==> config.mk <==
export PLATFORM = sky130hd
export DESIGN_NAME = execute_multiply
export DESIGN_NICKNAME = d
export VERILOG_FILES = /design/src/rtl/execute_multiply.sv
export SDC_FILE = /design/constraint.sdc
export NUM_CORES = 1
export LEC_CHECK = 0
export BUFFER_PORTS_ARGS = -buffer_cell sky130_fd_sc_hd__buf_4
export CAP_MARGIN = 10
export CELL_PAD_IN_SITES_DETAIL_PLACEMENT = 0
export CELL_PAD_IN_SITES_GLOBAL_PLACEMENT = 1
export CORE_MARGIN = 3
export CORE_UTILIZATION = 35
export DETAILED_ROUTE_END_ITERATION = 10
export GPL_ROUTABILITY_DRIVEN = 0
export GPL_TIMING_DRIVEN = 0
export HOLD_SLACK_MARGIN = 0.02
export PLACE_DENSITY_LB_ADDON = 0.25
export SLEW_MARGIN = 20
export SYNTH_ARGS = -nofsm -noshare
export SYNTH_HDL_FRONTEND = slang
export SYNTH_SLANG_ARGS = --single-unit
==> constraint.sdc <==
create_clock -name clk -period 6.1 [get_ports clk]
set_clock_uncertainty 0.05 [all_clocks]
set_input_delay 0.305 -clock clk [delete_from_list [all_inputs] [get_ports clk]]
set_output_delay 0.305 -clock clk [all_outputs]
set_load 0.005 [all_outputs]
==> src/rtl/execute_multiply.sv <==
// Iterative MUL/IMUL unit for the execute stage: shift-and-add over the
// multiplier magnitude, sign fix-up at the end, product held until retire/flush.
module execute_multiply #(
    parameter int BITS_PER_CYCLE = 1
) (
    input  logic        clk,
    input  logic        rst,
    input  logic        exe_reset,
    input  logic        exe_ready,
    input  logic [6:0]  exe_cmd,
    input  logic        exe_is_8bit,
    input  logic        exe_operand_16bit,
    input  logic        exe_operand_32bit,
    input  logic [31:0] eax,
    input  logic [31:0] src,
    output logic        mul_busy,
    output logic [63:0] mul_result,
    output logic        mul_overflow
);

    localparam logic [6:0] CMD_MUL  = 7'd38;
    localparam logic [6:0] CMD_IMUL = 7'd39;

    typedef enum logic [1:0] {IDLE, RUN, FIX, DONE} state_t;
    typedef enum logic [1:0] {SZ8, SZ16, SZ32} size_t;

    state_t      state;
    size_t       size_q;
    logic        is_imul;
    logic        neg;
    logic [63:0] a_shift;
    logic [31:0] mult;
    logic [63:0] acc;
    logic [4:0]  cnt;

    // Size 32 is the fall-through case, so the explicit 32-bit flag carries no information.
    logic unused_size32;
    assign unused_size32 = exe_operand_32bit;

    logic        start_cmd;
    logic        imul_in;
    size_t       size_in;
    logic [31:0] mask_in;
    logic        a_sign;
    logic        b_sign;
    logic [31:0] a_raw;
    logic [31:0] b_raw;
    logic [31:0] a_abs;
    logic [31:0] b_abs;
    logic [4:0]  steps_in;

    always_comb begin
        start_cmd = (exe_cmd == CMD_MUL) || (exe_cmd == CMD_IMUL);
        imul_in   = (exe_cmd == CMD_IMUL);
        size_in   = exe_is_8bit ? SZ8 : (exe_operand_16bit ? SZ16 : SZ32);
        mask_in   = 32'hFFFF_FFFF;
        a_sign    = eax[31];
        b_sign    = src[31];
        steps_in  = 5'(32 / BITS_PER_CYCLE - 1);
        case (size_in)
            SZ8: begin
                mask_in  = 32'h0000_00FF;
                a_sign   = eax[7];
                b_sign   = src[7];
                steps_in = 5'(8 / BITS_PER_CYCLE - 1);
            end
            SZ16: begin
                mask_in  = 32'h0000_FFFF;
                a_sign   = eax[15];
                b_sign   = src[15];
                steps_in = 5'(16 / BITS_PER_CYCLE - 1);
            end
            default: ;
        endcase
        a_raw = eax & mask_in;
        b_raw = src & mask_in;
        a_abs = (imul_in && a_sign) ? ((~a_raw + 32'd1) & mask_in) : a_raw;
        b_abs = (imul_in && b_sign) ? ((~b_raw + 32'd1) & mask_in) : b_raw;
    end

    // Partial product for the low BITS_PER_CYCLE multiplier bits at the current alignment.
    logic [63:0] partial;
    always_comb begin
        partial = '0;
        for (int i = 0; i < BITS_PER_CYCLE; i++) begin
            if (mult[i]) partial = partial + (a_shift << i);
        end
    end

    // Negating the 64-bit magnitude yields the sign-extended 2N-bit product directly.
    logic [63:0] product;
    logic        ov_calc;
    always_comb begin
        product = neg ? (64'd0 - acc) : acc;
        case (size_q)
            SZ8:  ov_calc = is_imul ? (product[15:8]  != {8{product[7]}})   : (product[15:8]  != '0);
            SZ16: ov_calc = is_imul ? (product[31:16] != {16{product[15]}}) : (product[31:16] != '0);
            default: ov_calc = is_imul ? (product[63:32] != {32{product[31]}}) : (product[63:32] != '0);
        endcase
    end

    assign mul_busy = ((state == IDLE) && start_cmd) || (state == RUN) || (state == FIX);

    always_ff @(posedge clk) begin
        // NOTE: the datapath is cleared along with the state so a flush never leaves a stale product visible.
        if (rst || exe_reset) begin
            state        <= IDLE;
            size_q       <= SZ32;
            is_imul      <= 1'b0;
            neg          <= 1'b0;
            a_shift      <= '0;
            mult         <= '0;
            acc          <= '0;
            cnt          <= '0;
            mul_result   <= '0;
            mul_overflow <= 1'b0;
        end else begin
            case (state)
                IDLE: begin
                    if (start_cmd) begin
                        state   <= RUN;
                        size_q  <= size_in;
                        is_imul <= imul_in;
                        neg     <= imul_in && (a_sign ^ b_sign);
                        a_shift <= {32'd0, a_abs};
                        mult    <= b_abs;
                        acc     <= '0;
                        cnt     <= steps_in;
                    end
                end
                RUN: begin
                    acc     <= acc + partial;
                    a_shift <= a_shift << BITS_PER_CYCLE;
                    mult    <= mult >> BITS_PER_CYCLE;
                    if (cnt == '0) state <= FIX;
                    else           cnt   <= cnt - 5'd1;
                end
                FIX: begin
                    mul_result   <= product;
                    mul_overflow <= ov_calc;
                    state        <= DONE;
                end
                DONE: begin
                    // A command present in the retire cycle is only seen once back in IDLE.
                    if (exe_ready) state <= IDLE;
                end
                default: state <= IDLE;
            endcase
        end
    end

endmodule

==> flow_metrics.py, run 1 <==
metrics = {
    "placed_design": {
        "hpwl_microns": 44300,
        "numPortBuffers": 142,
    },
    "outcome": {
        "status": "finished clean",
    },
    "grt": {
        "gr-total-overflow": 0,
        "grt_usage_pct": 22.3,
        "grt_pass1_wl_microns": 85900,
        "grt_pass1_vias": 15300,
        "grt_max_degree": 14,
        "antenna_found_initial": 0,
    },
    "routing": {
        "drc": 0,
        "detail-route-antenna-nets": 0,
        "wirelength_microns": 55600,
        "drt-initial-drc-count": 1021,
        "avgViaCountPerCell": 5.58,
        "firstDrtPassIters": 5,
        "vias": 16000,
        "avgRoutedWirePerCell_microns": 19.4,
    },
    "die": {
        "die_width_microns": 220,
        "die_area_sq_um": 48500,
        "placementRows": 77,
        "core_sq_um": 44800,
        "io_pins": 144,
        "chipHeight_microns": 220,
        "initial_core_util_pct": 35.9,
    },
    "logic_synthesis": {
        "yosys_warnings": 0,
        "ys_types": 75,
        "synth.avg_cell_area_sq_um": 7.74,
        "synth_area_sq_um": 16100,
        "synth_edf_count": 0,
        "syn_nets": 2229,
        "synthCells": 2077,
        "synth-seq-cells": 236,
        "ys_async_sr_fraction_pct": 0,
        "ys_seq_area_share_pct": 29.4,
        "synth_ff_type": "dfxtp_1",
    },
    "final_layout": {
        "drive_gt1_share_pct": 10.7,
        "n_fill_cell": 4637,
        "syn_to_final_growth_pct": 17.1,
        "num_antenna_cells": 0,
        "nets": 2402,
    },
    "pwr": {
        "powerDensity_nw_per_um2": 181,
        "peakVddDrop_v": 0.000176,
        "p_leak_nw": 7.46,
    },
    "clock_network": {
        "cts_resized": 0,
        "clk_latency_ns": 0.56,
        "cts.htree.levels": 1,
        "tritoncts": "built",
        "clkSlewWorstSetupHoldPaths_ns": 0.06,
        "clock-sinks": 236,
        "clock_path_buffers": 3,
        "cts_buffers": 28,
        "cts_root_buf": "clkbuf_16",
    },
    "setup_path": {
        "r2r_cells": 16,
        "r2r-end": "acc[59]$_SDFFE_PP0P_",
        "endpoint_kind": "register",
        "rrSetupSlack_ns": 0.57,
        "worst_setup_path_start_kind": "register",
        "required_ns": 6.50,
        "path_class": "register to register",
        "cp_data_arrival_time_ns": 5.93,
        "worstReg2RegStart": "mult[0]$_SDFFE_PP0P_",
        "crit_fanout": 10,
    },
    "sta": {
        "fmax_mhz": 181,
        "maxSlewViolCount": 0,
        "slew_headroom_pct": 38.5,
        "setup_viol": 0,
        "rsz0062_at_grt": "false",
        "holdWs_ns": 0.0447,
        "hold_viol": 0,
        "finalCritPeriodShare_pct": 90.7,
        "period_needed_ns": 5.53,
        "finalSetupTns_ns": 0,
        "worstMarginPinSlew_ns": 0.922,
    },
    "worst_hold_path": {
        "worst_hold_path_type": "input port to register",
        "hold_start": "rst",
        "hold_depth": 3,
        "holdPathEnd": "size_q[1]$_SDFFE_PP1P_",
    },
    "job": {
        "drv_cap": 0,
    },
}
[power by group]
group | switching (mW) | internal, mW
Combinational | 0.114 | 0.0661
Clock | 0.693 | 0.992
Sequential | 0.00147 | 1.54
[cell families (layout without fill, tap and decap cells)]
| group | count (synthesis) | in the layout | share of synthesized area (%) |
|---|---|---|---|
| XOR/XNOR | 191 | 191 | 10.4 |
| adder cells (fa/ha/maj) | 74 | 74 | 5.81 |
| multiplexers | 9 | 9 | 0.561 |
| AND/OR/NAND/NOR | 785 | 785 | 23.6 |
| AO/OA/AOI/OAI | 601 | 601 | 25.7 |
| buffers and inverters | 181 | 374 | 4.47 |
| flip-flops | 236 | 236 | 29.4 |
[how the worst max path moves through the flow]
stage	start	to	slack, ns	cells after the start
floorplan	mult[0]$_SDFFE_PP0P_	acc[59]$_SDFFE_PP0P_	2.14	16
global placement	mult[0]$_SDFFE_PP0P_	acc[59]$_SDFFE_PP0P_	0.59	16
detailed placement	mult[0]$_SDFFE_PP0P_	acc[59]$_SDFFE_PP0P_	0.56	16
CTS	mult[0]$_SDFFE_PP0P_	acc[59]$_SDFFE_PP0P_	0.50	16
global route	mult[0]$_SDFFE_PP0P_	acc[59]$_SDFFE_PP0P_	0.31	16
finish	mult[0]$_SDFFE_PP0P_	acc[59]$_SDFFE_PP0P_	0.57	16
[per-layer routing]
metal	routed length (microns)	track usage, %
met1	26700	31.4
met2	24500	36.1
met3	2860	2.71
met4	1470	6.50
met5	0	0
[synth_stat cells (36+ instances only)]
| cell | count | area share, % |
|---|---|---|
| nor2_1 | 291 | 6.8 |
| dfxtp_1 | 236 | 29 |
| nand2_1 | 155 | 3.6 |
| clkbuf_1 | 129 | 3.0 |
| xor2_1 | 123 | 6.7 |
| a21oi_1 | 117 | 3.6 |
| o21ai_0 | 105 | 3.3 |
| nor3_1 | 80 | 2.5 |
| ha_1 | 73 | 5.7 |
| a22oi_1 | 72 | 3.4 |
| a211oi_1 | 69 | 3.2 |
| and2_1 | 68 | 2.6 |
| xnor2_1 | 68 | 3.7 |
| a221oi_1 | 48 | 2.6 |
| o31ai_1 | 38 | 1.8 |
| a21o_1 | 37 | 1.7 |
| inv_1 | 36 | 0.84 |
[stage by stage]
step,instance area [sq um],worst slack [ns],total power [mW],cells,utilization [%]
2_1_floorplan,16100,2.14,1.66,2077,-
3_3_place_gp,17900,0.585,1.76,2811,39.9
3_5_place_dp,17900,0.562,1.76,2811,39.9
4_1_cts,18800,0.497,3.45,2862,42.0
5_1_grt,18800,0.305,3.53,2862,42.0
6_report,18800,0.570,3.41,2862,42.0
[critical path: stages (launching register included)]
cell and delay [ns]:
dfxtp_1 0.33, clkbuf_1 0.41, clkbuf_1 0.30, and2_1 0.24, ha_1 0.14, clkbuf_1 0.28
nand4_1 0.21, or2_2 0.34, or4_1 0.46, o311ai_0 0.22, o21ai_0 0.35, a2111oi_0 0.85
nor2_1 0.15, o21a_1 0.26, o21ai_1 0.44, nor2_1 0.11, a211o_1 0.28
[timing repair]
item,CTS,global route
hold buffers,1,0
hold endpoints to repair,1,0
setup buffers,0,0
[sequential cells by signal (all words and copies together), names as in the netlist]
register and cells:
a_shift 64, acc 64, mul_result 64, mult 32
cnt 5, size_q 2, state 2, is_imul 1
mul_overflow 1, neg 1
[cell type report]
class / instances / area, sq um / share of cell area [%]
buffer: 145 / 583 / 3.10
tap: 592 / 741 / 3.94
timing repair buffer: 143 / 1080 / 5.72
clock inverter: 11 / 95.1 / 0.505
inverter: 36 / 135 / 0.718
multi-input combinational: 1660 / 10600 / 56.5
sequential: 236 / 4720 / 25.1
clock buffer: 39 / 833 / 4.43
[cells in the final DEF, fill, tap and decap left out, drive strengths merged, types with 7 or more instances in the layout]
master and count:
o31ai 41, nor3 80, nand4 30, xnor2 68, xor2 123, a21oi 117, inv 38, nand2 156
o21bai 13, nor2 291, buf 158, and2 68, mux2i 9, o211ai 10, and3 7, nand2b 14
a21boi 8, o41ai 18, a221oi 48, or4 23, ha 73, o21ai 107, a31oi 12, a21o 37
nor2b 19, or3 21, o21a 13, a211oi 69, clkbuf 168, nand3 20, dfxtp 236, nor4 21
a22oi 72, or2 13
Note: power is estimated with default switching activity, not from simulation.
==> run 2, diff against run 1 <==
- ABC_AREA: unset -> 0
- CAP_MARGIN: 10 -> 30
- CORE_MARGIN: 3 -> unset
==> run 2 against run 1 <==
Effect of this change: via count shrank 0.85%; setup slack better by 0.095 ns; power rose by 11%; clock-buffer cell count is 2 lower; hold slack worse by 0.016 ns; global-route usage rose by 0.41 points; non-clock buffer count did not move; sequential share of layout area down 0.31 points; wire length down 1.7%.
==> flow_metrics.py, run 2 (synthesis gave the netlist of run 1 again) <==
metrics = {
    "clock_network": {
        "cts_setup_buffers": 0,
        "clock_path_buffers": 3,
        "cts.htree.levels": 1,
        "cts_root_buf": "clkbuf_16",
        "tritoncts": "built",
        "cts_buffers": 29,
        "cts_resized": 0,
        "clock-sinks": 236,
        "clkSlewWorstSetupHoldPaths_ns": 0.06,
        "clk_latency_ns": 0.58,
    },
    "pwr": {
        "p_leak_nw": 7.57,
        "powerDensity_nw_per_um2": 199,
        "peakVddDrop_v": 0.000174,
    },
    "sta": {
        "maxSlewViolCount": 0,
        "fmax_mhz": 184,
        "rsz0062_at_grt": "false",
        "finalSetupTns_ns": 0,
        "worstMarginPinSlew_ns": 1.08,
        "holdWs_ns": 0.0288,
        "slew_headroom_pct": 26.0,
        "hold_viol": 0,
        "setup_viol": 0,
        "fin_ws_ns": 0.666,
        "finalCritPeriodShare_pct": 89.1,
        "period_needed_ns": 5.43,
    },
    "die": {
        "io_pins": 144,
        "die_area_sq_um": 46800,
        "core_sq_um": 45300,
        "placementRows": 78,
        "die_width_microns": 216,
        "initial_core_util_pct": 35.5,
        "chipHeight_microns": 216,
    },
    "worst_hold_path": {
        "worst_hold_path_type": "input port to register",
        "hold_start": "rst",
    },
    "grt": {
        "grt_max_degree": 15,
        "grt_pass1_wl_microns": 85100,
        "grt_pass1_vias": 15100,
        "gr-total-overflow": 0,
        "antenna_found_initial": 1,
        "grt_usage_pct": 22.8,
    },
    "final_layout": {
        "drive_gt1_share_pct": 10.9,
        "mostFrequentLayoutCell": "nor2_1",
        "final_cell_mix": "nor2_1, dfxtp_1, nand2_1, buf_4, clkbuf_1",
        "seq_area_sq_um": 4720,
        "syn_to_final_growth_pct": 18.6,
        "n_fill_cell": 4709,
        "reg_top3": "a_shift: 64 flops, acc: 64 flops, mul_result: 64 flops",
        "nets": 2403,
        "post-route-util_pct": 42.1,
        "multi_input_area_sq_um": 10600,
        "stdcell_area_sq_um": 19100,
    },
    "job": {
        "drv_cap": 0,
    },
    "outcome": {
        "status": "finished clean",
    },
    "routing": {
        "drc": 0,
        "avgViaCountPerCell": 5.50,
        "vias": 15800,
        "firstDrtPassIters": 5,
        "avgRoutedWirePerCell_microns": 19.0,
        "drt-initial-drc-count": 948,
        "wirelength_microns": 54600,
        "detail-route-antenna-nets": 0,
    },
    "setup_path": {
        "rrSetupSlack_ns": 0.67,
        "required_ns": 6.50,
        "worst_setup_path_start_kind": "register",
        "path_class": "register to register",
        "crit_fanout": 10,
        "cp_data_arrival_time_ns": 5.83,
        "critPathLaunch": "mult[0]$_SDFFE_PP0P_",
        "worstReg2RegStart": "mult[0]$_SDFFE_PP0P_",
        "endpoint_kind": "register",
    },
    "placed_design": {
        "numPortBuffers": 142,
        "placed_cell_area_sq_um": 17900,
        "hpwl_microns": 43600,
        "dp_slack_ns": 0.647,
    },
}
-- run 2: cell count changes in the layout (fill, tap and decap cells not counted), sizes merged --
cell,previous run,this run
clkinv,5,4
clkinvlp,3,1
inv,38,37
diode,0,2
clkbuf,168,166
bufinv,1,10
-- run 2: stage by stage --
stage / instances / total power [mW]
floorplan: 2077 / 1.66
global placement: 2819 / 1.75
detailed placement: 2819 / 1.76
CTS: 2873 / 3.83
global route: 2873 / 3.90
finish: 2875 / 3.79
-- run 2: what timing repair did --
item                                    in CTS  in global routing
endpoints found under the setup margin       0                  0
hold endpoints to repair                     1                  0
hold buffers                                 1                  0
-- run 2: cell type report --
type	instances	share of cell area [%]
antenna	2	0.0263
buffer	145	3.06
clock buffer	37	4.23
clock inverter	16	1.81
inverter	36	0.709
multi-input combinational	1660	55.8
sequential	236	24.8
tap	600	3.94
timing repair buffer	143	5.65
-- run 2: worst paths after layout --
path	cells past startpoint	end
worst max-delay path	16	acc[59]$_SDFFE_PP0P_
worst max register to register	16	acc[59]$_SDFFE_PP0P_
worst min register to register	2	mult[2]$_SDFFE_PP0P_
worst min-delay path	3	size_q[1]$_SDFFE_PP1P_
-- run 2: power breakdown --
part	switching [mW]	internal (mW)	leakage [nW]
logic	0.112	0.0660	5.11
clock network	0.719	1.35	0.559
registers	0.00158	1.54	1.90
-- run 2: layer usage --
metal  up-vias  GRT usage, %  wire length [microns]
met4         0          5.45                   1010
met3        58          2.58                   2710
met2       419          37.7                  25000
met5         -             0                      0
met1      7448          31.4                  25900
li1       7901             -                      -
-- run 2: critical path: stages (launching register included) --
cell	delay (ns)
dfxtp_1	0.34
clkbuf_1	0.45
clkbuf_1	0.31
and2_1	0.24
ha_1	0.14
clkbuf_1	0.27
nand4_1	0.19
or2_2	0.33
or4_1	0.46
o311ai_0	0.19
o21ai_0	0.34
a2111oi_0	0.76
nor2_1	0.15
o21a_1	0.26
o21ai_1	0.47
nor2_1	0.10
a211o_1	0.28
==> run 3, diff against run 2 <==
- RECOVER_POWER: unset -> 25
- clock period: 6.1 -> 5.64 ns (I/O delays scaled with it)
==> run 3 against run 2 <==
Effect of this change: flip-flop and latch count is the same; die area is the same; hold slack gained 0.014 ns; non-clock buffer count grew 2; sequential power grew 8%.
==> flow_metrics.py, run 3 (synthesis gave the netlist of run 1 again) <==
metrics = {
    "setup_path": {
        "required_ns": 6.04,
        "path_class": "register to register",
        "path_cells": "clkbuf_1 > clkbuf_1 > and2_1 > ha_1 > clkbuf_1 > nand4_1 > or2_2 > or4_1 > o311ai_0 > o21ai_0 > a2111oi_1 > nor2_1 > o21a_1 > o21ai_1 > nor2_1 > a211o_1",
        "crit_fanout": 10,
        "worst_setup_path_start_kind": "register",
        "cp_data_arrival_time_ns": 5.70,
        "crit_top_cell": "clkbuf_1",
        "endpoint_kind": "register",
        "cpPeakStageDelay_ns": 0.64,
        "slowest_stage": "a2111oi_1",
    },
    "die": {
        "core_sq_um": 45300,
        "io_pins": 144,
        "placementRows": 78,
        "die_area_sq_um": 46800,
        "chipHeight_microns": 216,
        "initial_core_util_pct": 35.5,
        "die_width_microns": 216,
    },
    "sta": {
        "hold_viol": 0,
        "finalSetupTns_ns": 0,
        "worstMarginPinSlew_ns": 1.07,
        "period_needed_ns": 5.30,
        "setup_viol": 0,
        "slew_headroom_pct": 26.8,
        "maxSlewViolCount": 0,
        "fin_ws_ns": 0.337,
        "finalCritPeriodShare_pct": 94.0,
        "fmax_mhz": 189,
        "rsz0062_at_grt": "false",
    },
    "routing": {
        "routed.top_layer": "met4",
        "wl_met1_microns": 25700,
        "firstDrtPassIters": 5,
        "drc": 0,
        "dr_wl_met3_microns": 2870,
        "wirelength_microns": 54600,
        "drt-initial-drc-count": 1002,
        "vias": 15800,
        "avgViaCountPerCell": 5.51,
        "detail-route-antenna-nets": 0,
        "wl_met2_microns": 25100,
        "avgRoutedWirePerCell_microns": 19.0,
    },
    "clock_network": {
        "tritoncts": "built",
        "cts_setup_buffers": 0,
        "cts_root_buf": "clkbuf_16",
        "cts.htree.levels": 1,
        "clkSlewWorstSetupHoldPaths_ns": 0.06,
        "cts_buffers": 29,
        "clock_path_buffers": 3,
        "clock-sinks": 236,
        "clk_latency_ns": 0.58,
    },
    "job": {
        "drv_cap": 0,
    },
    "placed_design": {
        "hpwl_microns": 43600,
        "numPortBuffers": 142,
        "dp_slack_ns": 0.187,
    },
    "pwr": {
        "seqPwrFrac_pct": 40.7,
        "peakVddDrop_v": 0.000189,
        "powerDensity_nw_per_um2": 216,
        "p_sw_share_pct": 21.9,
        "power.internal_mw": 3.20,
        "p_sw_mw": 0.900,
        "p_leak_nw": 7.50,
        "clkPwrFrac_pct": 54.6,
        "p_comb_share_pct": 4.7,
        "total_power_mw": 4.10,
    },
    "final_layout": {
        "nets": 2405,
        "final_cell_mix": "nor2_1, dfxtp_1, nand2_1, clkbuf_1, xor2_1",
        "drive_gt1_share_pct": 10.4,
        "mostFrequentLayoutCell": "nor2_1",
        "syn_to_final_growth_pct": 18.5,
        "reg_top3": "a_shift: 64 flops, acc: 64 flops, mul_result: 64 flops",
    },
    "grt": {
        "grt_max_degree": 15,
        "grt_usage_pct": 22.8,
        "antenna_found_initial": 1,
        "grt_pass1_vias": 15100,
        "gr-total-overflow": 0,
        "grt_pass1_wl_microns": 85200,
    },
    "outcome": {
        "status": "finished clean",
    },
    "worst_hold_path": {
        "worst_hold_path_type": "input port to register",
    },
}
[run 3: metal layers]
metal,up-vias,GRT usage [%]
li1,7896,-
met1,7477,31.4
met2,411,37.7
met3,59,2.58
met4,0,5.45
met5,-,0
[run 3: what timing repair did]
action | 4_1_cts | 5_1_grt
setup endpoints to repair | 0 | 2
hold endpoints to repair | 2 | 0
hold buffers | 3 | 0
gates resized for setup | 0 | 1
[run 3: final cells by class]
cell class	instances	area [sq um]
diodes	2	5.00
plain buffers	145	583
clock buffers	37	806
clock inverters	16	344
fillers	4711	26200
inverters	36	135
multi-input cells	1660	10600
flip-flops and latches	236	4720
well taps	600	751
repair buffers	145	1060
[run 3: final timing paths]
| check | slack, ns | depth (start not counted) | to | from |
|---|---|---|---|---|
| worst min register to register | 0.41 | 2 | mult[2]$_SDFFE_PP0P_ | mult[2]$_SDFFE_PP0P_ |
| worst max-delay path | 0.34 | 16 | acc[59]$_SDFFE_PP0P_ | mult[0]$_SDFFE_PP0P_ |
| worst min-delay path | 0.04 | 4 | mul_overflow$_SDFFE_PP0P_ | exe_reset |
| worst max register to register | 0.34 | 16 | acc[59]$_SDFFE_PP0P_ | mult[0]$_SDFFE_PP0P_ |
[run 3: stage by stage]
stage,hold slack [ns],instances,cell area [sq um],util (%)
2_1_floorplan,0.368,2077,16100,-
3_3_place_gp,0.390,2819,17900,39.5
3_5_place_dp,0.398,2819,17900,39.5
4_1_cts,0.0263,2875,19100,42.1
5_1_grt,0.0534,2875,19000,42.0
6_report,0.0431,2877,19000,42.0
[run 3: power by group through the flow]
stage	sequential, mW	clock, mW	combinational, mW
after floorplan	1.71	0	0.0855
after global placement	1.71	0	0.190
after detailed placement	1.71	0	0.191
after CTS	1.67	2.28	0.194
after global routing	1.67	2.34	0.210
final	1.67	2.24	0.193
[run 3: worst max-delay path, delay by kind of cell (launching register included)]
kind                       cells  cell delay, ns
adders and majority gates      1            0.14
buffers and inverters          3            1.01
DFF                            1            0.34
and+or+nand+nor                6            1.46
AOI/OAI and AO/OA              6            2.18
